[src/rtl/rtc_cfg_seq.sv]
// RTC configuration sequencer: runs the protected-write protocol (poll LWOFF, enter CMF,
// write PSCR/CNT/ALRM as selected, leave CMF, poll LWOFF) as the sole RTC bus master.
//
//   state      | meaning
//   IDLE       | ready for a request
//   RD_CTRL    | read CTRL into the shadow
//   POLL1      | poll SSTA until LWOFF before entering CMF
//   WR_ENTER   | write CTRL with CMF set
//   WR_PSCR    | write prescaler (mask bit0)
//   WR_CNT     | write counter (mask bit1)
//   WR_ALRM    | write alarm (mask bit2)
//   WR_EXIT    | write CTRL with CMF cleared
//   POLL2      | poll SSTA until LWOFF after leaving CMF
//   DONE       | one-cycle done pulse with status
module rtc_cfg_seq #(
    parameter int POLL_MAX = 1024,
    parameter int PSCR_MIN = 2
) (
    input  logic        clk_i,
    input  logic        rst_i,
    input  logic        cfg_req_i,
    output logic        cfg_rdy_o,
    input  logic [2:0]  cfg_mask_i,
    input  logic [19:0] cfg_pscr_i,
    input  logic [31:0] cfg_cnt_i,
    input  logic [31:0] cfg_alrm_i,
    output logic        cfg_done_o,
    output logic [1:0]  cfg_err_o,
    output logic        bus_req_o,
    output logic        bus_we_o,
    output logic [31:0] bus_addr_o,
    output logic [31:0] bus_wdata_o,
    input  logic        bus_rdy_i,
    input  logic [31:0] bus_rdata_i
);

    localparam int            CW        = $clog2(POLL_MAX + 1);
    localparam logic [CW-1:0] POLL_LAST = CW'(POLL_MAX);
    localparam logic [19:0]   PSCR_LO   = 20'(PSCR_MIN);

    localparam logic [31:0] A_CTRL = 32'h0000_0000;
    localparam logic [31:0] A_PSCR = 32'h0000_0004;
    localparam logic [31:0] A_CNT  = 32'h0000_0008;
    localparam logic [31:0] A_ALRM = 32'h0000_000C;
    localparam logic [31:0] A_SSTA = 32'h0000_0014;

    localparam logic [1:0] ERR_OK   = 2'd0;
    localparam logic [1:0] ERR_TMO  = 2'd1;
    localparam logic [1:0] ERR_PSCR = 2'd2;

    typedef enum logic [3:0] {
        S_IDLE,
        S_RD_CTRL,
        S_POLL1,
        S_WR_ENTER,
        S_WR_PSCR,
        S_WR_CNT,
        S_WR_ALRM,
        S_WR_EXIT,
        S_POLL2,
        S_DONE
    } state_t;

    state_t        state_q, state_n;
    logic [2:0]    mask_q, mask_n;
    logic [19:0]   pscr_q, pscr_n;
    logic [31:0]   cnt_q, cnt_n;
    logic [31:0]   alrm_q, alrm_n;
    logic [4:0]    shadow_q, shadow_n;
    logic [CW-1:0] poll_q, poll_n;
    logic [CW-1:0] poll_inc;
    logic [1:0]    err_q, err_n;
    logic          req_q, req_n;
    logic          we_q, we_n;
    logic [31:0]   addr_q, addr_n;
    logic [31:0]   wdata_q, wdata_n;

    logic          hs;
    logic          bus_state;
    logic          st_we;
    logic [31:0]   st_addr;
    logic [31:0]   st_wdata;

    // Only SSTA.LWOFF and the low CTRL bits matter to the sequencer.
    logic unused_rdata;
    assign unused_rdata = ^bus_rdata_i[31:5];

    assign hs       = req_q & bus_rdy_i;
    assign poll_inc = poll_q + CW'(1);

    // First selected write at or after the given pending bits, else the CMF exit write.
    function automatic state_t next_write(input logic [2:0] pending);
        if (pending[0])      return S_WR_PSCR;
        else if (pending[1]) return S_WR_CNT;
        else if (pending[2]) return S_WR_ALRM;
        else                 return S_WR_EXIT;
    endfunction

    always_comb begin
        bus_state = 1'b1;
        st_we     = 1'b1;
        st_addr   = A_CTRL;
        st_wdata  = 32'h0;
        case (state_q)
            S_RD_CTRL: begin
                st_we   = 1'b0;
                st_addr = A_CTRL;
            end
            S_POLL1, S_POLL2: begin
                st_we   = 1'b0;
                st_addr = A_SSTA;
            end
            S_WR_ENTER: st_wdata = {27'b0, shadow_q | 5'b00001};
            S_WR_PSCR: begin
                st_addr  = A_PSCR;
                st_wdata = {12'b0, pscr_q};
            end
            S_WR_CNT: begin
                st_addr  = A_CNT;
                st_wdata = cnt_q;
            end
            S_WR_ALRM: begin
                st_addr  = A_ALRM;
                st_wdata = alrm_q;
            end
            S_WR_EXIT: st_wdata = {27'b0, shadow_q & 5'b11110};
            default: begin
                bus_state = 1'b0;
                st_we     = 1'b0;
            end
        endcase
    end

    always_comb begin
        state_n  = state_q;
        mask_n   = mask_q;
        pscr_n   = pscr_q;
        cnt_n    = cnt_q;
        alrm_n   = alrm_q;
        shadow_n = shadow_q;
        poll_n   = poll_q;
        err_n    = err_q;
        req_n    = req_q;
        we_n     = we_q;
        addr_n   = addr_q;
        wdata_n  = wdata_q;

        // The entry cycle of every bus state (and the cycle after each handshake)
        // leaves req low, which gives the mandatory idle gap between transfers.
        if (bus_state && !req_q) begin
            req_n   = 1'b1;
            we_n    = st_we;
            addr_n  = st_addr;
            wdata_n = st_wdata;
        end
        if (hs) begin
            req_n = 1'b0;
        end

        case (state_q)
            S_IDLE: begin
                if (cfg_req_i) begin
                    mask_n = cfg_mask_i;
                    pscr_n = cfg_pscr_i;
                    cnt_n  = cfg_cnt_i;
                    alrm_n = cfg_alrm_i;
                    err_n  = ERR_OK;
                    if (cfg_mask_i == 3'b000) begin
                        state_n = S_DONE;
                    end else if (cfg_mask_i[0] && (cfg_pscr_i < PSCR_LO)) begin
                        err_n   = ERR_PSCR;
                        state_n = S_DONE;
                    end else begin
                        state_n = S_RD_CTRL;
                    end
                end
            end
            S_RD_CTRL: begin
                if (hs) begin
                    shadow_n = bus_rdata_i[4:0];
                    poll_n   = '0;
                    state_n  = S_POLL1;
                end
            end
            S_POLL1, S_POLL2: begin
                if (hs) begin
                    if (bus_rdata_i[1]) begin
                        state_n = (state_q == S_POLL1) ? S_WR_ENTER : S_DONE;
                    end else begin
                        poll_n = poll_inc;
                        if (poll_inc == POLL_LAST) begin
                            err_n   = ERR_TMO;
                            state_n = S_DONE;
                        end
                    end
                end
            end
            S_WR_ENTER: if (hs) state_n = next_write(mask_q);
            S_WR_PSCR:  if (hs) state_n = next_write(mask_q & 3'b110);
            S_WR_CNT:   if (hs) state_n = next_write(mask_q & 3'b100);
            S_WR_ALRM:  if (hs) state_n = S_WR_EXIT;
            S_WR_EXIT: begin
                if (hs) begin
                    poll_n  = '0;
                    state_n = S_POLL2;
                end
            end
            S_DONE:  state_n = S_IDLE;
            default: state_n = S_IDLE;
        endcase
    end

    always_ff @(posedge clk_i) begin
        if (rst_i) begin
            state_q  <= S_IDLE;
            mask_q   <= '0;
            pscr_q   <= '0;
            cnt_q    <= '0;
            alrm_q   <= '0;
            shadow_q <= '0;
            poll_q   <= '0;
            err_q    <= ERR_OK;
            req_q    <= 1'b0;
            we_q     <= 1'b0;
            addr_q   <= '0;
            wdata_q  <= '0;
        end else begin
            state_q  <= state_n;
            mask_q   <= mask_n;
            pscr_q   <= pscr_n;
            cnt_q    <= cnt_n;
            alrm_q   <= alrm_n;
            shadow_q <= shadow_n;
            poll_q   <= poll_n;
            err_q    <= err_n;
            req_q    <= req_n;
            we_q     <= we_n;
            addr_q   <= addr_n;
            wdata_q  <= wdata_n;
        end
    end

    assign cfg_rdy_o   = (state_q == S_IDLE);
    assign cfg_done_o  = (state_q == S_DONE);
    assign cfg_err_o   = err_q;
    assign bus_req_o   = req_q;
    assign bus_we_o    = we_q;
    assign bus_addr_o  = addr_q;
    assign bus_wdata_o = wdata_q;

endmodule
[config.mk]
export PLATFORM = sky130hd
export DESIGN_NAME = rtc_cfg_seq
export DESIGN_NICKNAME = d
export VERILOG_FILES = /design/src/rtl/rtc_cfg_seq.sv
export SDC_FILE = /design/constraint.sdc
export NUM_CORES = 1
export LEC_CHECK = 0
export CAP_MARGIN = 0
export CORE_MARGIN = 2
export CORE_UTILIZATION = 51
export CTS_CLUSTER_SIZE = 30
export DETAILED_ROUTE_END_ITERATION = 6
export GPL_TIMING_DRIVEN = 0
export HOLD_SLACK_MARGIN = 0.05
export PLACE_DENSITY = 0.86
export SETUP_SLACK_MARGIN = 0.4
export SLEW_MARGIN = 30
export SYNTH_ARGS = -nofsm -noshare
export SYNTH_HDL_FRONTEND = slang
export SYNTH_SLANG_ARGS = --single-unit
export TNS_END_PERCENT = 100
[constraint.sdc]
create_clock -name clk_i -period 4.25 [get_ports clk_i]
set_input_delay 0.425 -clock clk_i [delete_from_list [all_inputs] [get_ports clk_i]]
set_output_delay 0.425 -clock clk_i [all_outputs]
set_load 0.005 [all_outputs]
-- Word-level counts from Yosys, hierarchy flattened
Cells that the tools add are included.
Widths: inputs -> output; s select.
- add/sub/neg operators: 1
- multiply operators: 0
- div/mod/pow operators: 0
- $lt $le $gt $ge: 1
- eq/ne operators: 22
- shifts and indexed selects: 0
- multiplexer cells: 32
- bitwise logic cells: 1
- reductions and logical operators: 17
- operators by type and width (kind ; number):
    $pmux 32 s5 ; 1
    $mux 4 ; 13
    $mux 11 ; 3
    $pmux 4 s8 ; 1
    $pmux 11 s2 ; 1
    $lt 20x2->1 const B ; 1
    $ne 2x2->1 const B ; 10
    $pmux 5 s4 ; 1
    $eq 4x3->1 const B ; 4
    $mux 2 ; 8
    $add 11x1->11 const B ; 1
    $eq 11x11->1 const B ; 1
    $reduce_and 9->1 ; 1
    $eq 4x2->1 const B ; 2
    $eq 4x4->1 const B ; 2
    $reduce_or 8->1 ; 1
    $reduce_or 2->1 ; 3
    $reduce_and 5->1 ; 1
    $reduce_or 5->1 ; 1
    $eq 4x1->1 const B ; 1
    $logic_not 4->1 ; 1
    $pmux 2 s2 ; 1
    $reduce_and 2->1 ; 2
    $reduce_and 4->1 ; 1
    8 further kinds ; 12
- register bits after elaboration: 175
- bits in latches: 0
- bits in writable memories: 0
- memory bits (read-only): 0
- input port bits: 123
- output and inout bits: 70
- logic and storage cells: 86
- memories: 0

-- Logic depth before layout (Yosys ltp)
- depth after elaboration: 6
- depth in mapped cells: 8
- mapped depth without buffers: 6

-- Least setup slack after synthesis
No wires, ideal clock.
- kind: reg-to-reg
- from: reg state_q[2]
- to: reg state_q[1]
- data arrival time: 2.064 ns
- data required time: 4.128 ns
- setup slack: 2.064 ns
- cell stages (with the launch flop): 8
- path buffers: 2
- path through: dfxtp_1 buf_6 or3_4 buf_6 mux2_4 o2bb2ai_2 or3_4 o311a_1
- longest elaborated chain between the ends: 5
- elaborated cells between the ends (all ways): 24
- classes of those cells: 17 x eq/ne; 4 x mux; 3 x reduce/logical
- RTL lines (element ; RTL line ; source):
    from (decl) ; 64 ; state_t state_q, state_n;
    from (signal assigned) ; 228 ; state_q <= state_n;
    $eq 4x2->1 ; 160, 188 ;
    $mux 4 ; 188 ; state_n = (state_q == S_POLL1) ? S_WR_ENTER : S_DONE;
    $mux 4 ; 187 ; if (bus_rdata_i[1]) begin
    $mux 4 ; 186 ; if (hs) begin
    $pmux 4 s8 ; 160 ; case (state_q)
Several ways; a longest one is shown, not always the timed one. The select of a mux whose other input is x is not followed.
A chain may end at the register's enable or synchronous reset.

-- Final worst setup path
- from: reg state_q[0]
- to: reg wdata_q[9], in the netlist bus_wdata_o[9]
- longest elaborated chain between the ends: 4
- elaborated cells between the ends (all ways): 12
- classes of those cells: 8 x eq/ne; 2 x mux; 2 x reduce/logical
- RTL lines (element ; RTL line ; source):
    $eq 4x2->1 (tied with other cells) ; 104 ; case (state_q)
    $reduce_or 8->1 (no line) ; - ;
    $mux 1 ; 104 ;
    $logic_and 1x1->1 ; 150 ; if (bus_state && !req_q) begin
    to (signal assigned) ; 239 ; wdata_q <= wdata_n;
    to (decl) ; 76 ; logic [31:0] wdata_q, wdata_n;
Several ways; a longest one is shown, not always the timed one.

==> key figures <==
Setup path
  – Slowest CP cell: clkbuf_1
  – Critical-path maximum fanout: 10
  – Reg2Reg Setup Slack: about 1.5 ns
  – Most used cell, CP: clkbuf_1
  – Crit path DAT: 3.15 ns
  – R2r startpoint: state_q[0]$_SDFFE_PP0P_
  – Max incr delay on CP: 0.50 ns
  – Crit-path cells: clkbuf_1 > nor2b_1 > and3_1 > clkbuf_1 > clkbuf_1 > o2bb2ai_1 > a22oi_1 > nor2_1
  – Critical path's top delay family: buffers and inverters
  – Worst Setup Path Type: reg -> reg
  – RR Endpoint: bus_wdata_o[9]$_SDFFE_PP0P_
  – Worst Setup End Kind: flop
  – CP bufs+invs: 3
  – Critical Path RT: 4.61 ns
  – Cells on worst reg2reg path: 8
  – CP startpoint kind: flop

Detailed routing
  – Via density: 5.64
  – Post-DRT Antenna Nets: 0
  – Wirelength, routed: 19.5 mm
  – # DRC: 0
  – Routed vias: 6623
  – Met2 wire len: 9.35 mm
  – Top sig layer: met4
  – Routed wire per std cell: around 17 um
  – Drt initial violations: 716
  – 1st-pass router iterations: 6
  – M1 WL: 7.50 mm
  – Met3 WL: 1.98 mm

Clocking
  – CTS tree: done
  – Bufs on Longest Clock Path: 2
  – Clock Latency Late Sink: around 0.43 ns
  – Post-CTS resize count: 0
  – Root Buffer: clkbuf_16
  – Worst-path clk slew: 0.06 ns
  – Post-CTS Hold Fix Bufs: 0
  – H-Tree Depth: 4
  – Setup Buffers After CTS: 0
  – Number of CTS-inserted buffers: 17
  – Clock sinks: 145

Cells and area
  – Number of antenna diodes: 0
  – Most frequent cells in the layout: nand2_1 (201), dfxtp_1 (145), clkdlybuf4s50_1 (135)
  – Share of layout cells above drive strength 1: 0.0768
  – Area delta synth->final: 35.1%
  – Design area: 0.00869 mm^2
  – Most common cell after layout, fill and taps aside: nand2_1
  – Fin nets: 1115

Die
  – Starting Density: 0.516
  – Die Width: 116 um
  – Site Rows: 41
  – Die area: 0.0135 mm^2
  – Core Region: 0.0125 mm^2
  – I/O pin count: 193
  – Die Y: about 120 um

Timing
  – # setup viols final: 0
  – Worst Skew: 0.00801 ns
  – Fin. Hold Viols: 0
  – Fin Setup TNS: 0 ns
  – Crit path time final: around 2.8 ns
  – Slew headroom: 0.362
  – Final slew viol count: 0
  – RSZ-0062 raised after global routing: no
  – Achievable frequency: 359 MHz
  – Worst-Margin Slew: 0.950 ns
  – Tcrit/Tclk final: 0.656

Flow run
  – Max-cap violation count: 0

Place
  – Placer Congestion: 0.913
  – Port bufs: 135
  – HPWL after DPL: 14.1 mm
  – Area post-placement: 0.00811 mm^2

Synth
  – Register area share after synthesis: 0.451
  – Post-Syn Area: 0.00643 mm^2
  – Synth unique cells: 55
  – Yosys reg bits: 145
  – Post-synth EDFFs: 0
  – Post-synth top flop: dfxtp_1
  – Syn_area_per_cell: 7.95 um^2
  – Yosys warns: 0
  – Ys async rst share: 0
  – Post-synthesis cell count: 809

Power
  – Peak VDD IR: 0.000309 V
  – Leakage: approximately 3.1 nW
  – Power density cells: 504 mW/mm^2

Worst hold path
  – Worst hold path stage count: 2
  – Min-delay worst type: reg -> reg
  – HP Start: cnt_q[20]$_SDFFE_PP0P_
  – Min-Delay Endpoint: cnt_q[20]$_SDFFE_PP0P_

Global route
  – GR Overflow Total: 0
  – Pin count of the biggest net entering global routing: 17
  – GR Util All Layers: 0.290
  – Vias in the first global route: about 5900
  – Initial antenna violation count: 0
  – First-pass GRT wire length: approximately 30 mm

Run status
  – Outcome: complete, no violations
-- synthesized netlist by cell type, drive strengths merged, types with 3 or more instances --
library cell	n	area (um^2)
nor4	10	62.6
dfxtp	145	2900
nand3	14	70.1
a22oi	29	218
buf	40	280
nand3b	4	30.0
nor2b	3	18.8
nor3b	3	22.5
nand4	3	18.8
nand2	201	754
o2bb2ai	16	146
inv	7	26.3
o31ai	3	22.5
a31oi	4	25.0
a22o	15	131
a21oi	111	556
clkbuf	49	184
or3	6	47.5
nor2	54	203
o21ai	15	75.1
a21o	3	22.5
o22ai	3	18.8
nor3	15	75.1
a311oi	3	26.3
mux2i	24	240
-- registers in the layout (all words and copies together) (netlist names), 4 cells and up --
signal / count
shadow_q: 4
pscr_q: 20
cnt_q: 32
alrm_q: 32
state_q: 4
poll_q: 11
bus_wdata_o: 32
-- metal layers --
metal | vias to the layer above | global-route usage
met2 | 377 | 0.484
met5 | - | 0
li1 | 3123 | -
met4 | 0 | 0.129
met1 | 3063 | 0.351
met3 | 60 | 0.0810
-- worst max path at each step --
stage | from | endpoint | slack, ns | depth (start not counted)
final | state_q[0]$_SDFFE_PP0P_ | bus_wdata_o[9]$_SDFFE_PP0P_ | 1.46 | 8
after floorplan | state_q[2]$_SDFFE_PP0P_ | state_q[1]$_SDFFE_PP0P_ | 2.06 | 7
after detailed placement | state_q[0]$_SDFFE_PP0P_ | bus_wdata_o[9]$_SDFFE_PP0P_ | 1.54 | 8
after global placement | cfg_req_i | pscr_q[16]$_SDFFE_PP0P_ | 1.39 | 7
after CTS | state_q[0]$_SDFFE_PP0P_ | bus_wdata_o[9]$_SDFFE_PP0P_ | 1.55 | 8
after global routing | state_q[0]$_SDFFE_PP0P_ | bus_wdata_o[9]$_SDFFE_PP0P_ | 1.35 | 8
-- cell type report --
type / count / area [um^2]
clock buffer: 20 / 447
sequential: 145 / 2900
inverter: 8 / 30.0
clock inverter: 11 / 129
fill: 994 / 3780
buffer: 89 / 464
timing repair buffer: 135 / 1350
multi-input combinational: 595 / 3150
tap: 172 / 215
-- per-stage QoR --
stage / total power [W] / hold slack [ns] / worst slack, ns / util / instances
2_1_floorplan: 0.00246 / 0.436 / 2.06 / - / 837
3_3_place_gp: 0.00286 / 0.441 / 1.39 / 0.650 / 1144
3_5_place_dp: 0.00289 / 0.446 / 1.54 / 0.650 / 1144
4_1_cts: 0.00435 / 0.454 / 1.55 / 0.696 / 1175
5_1_grt: 0.00457 / 0.470 / 1.35 / 0.697 / 1175
6_report: 0.00438 / 0.453 / 1.46 / 0.697 / 1175
-- worst reg2reg max path: stages (launching register included) --
cell       delay [ns]
dfxtp_1          0.37
clkbuf_1         0.35
nor2b_1          0.41
and3_1           0.25
clkbuf_1         0.41
clkbuf_1         0.50
o2bb2ai_1        0.21
a22oi_1          0.10
nor2_1           0.12
-- cell families (layout without fill, tap and decap cells) --
group | count (synthesis) | after routing | share of synthesized area
muxes | 25 | 25 | 0.0397
adders and majority gates | 1 | 1 | 0.00195
xor gates and xnor gates | 3 | 3 | 0.00409
and+or+nand+nor | 322 | 322 | 0.214
AOI/OAI and AO/OA | 215 | 215 | 0.212
other | 1 | 29 | 0.000583
buffers and inverters | 97 | 263 | 0.0769
DFF | 145 | 145 | 0.451
-- power breakdown --
group	switching (W)	internal (W)
Combinational	0.000768	0.000449
Sequential	0.000125	0.00157
Clock	0.000591	0.000881
Total	0.00148	0.00290
(Power assumes the default switching activity.)
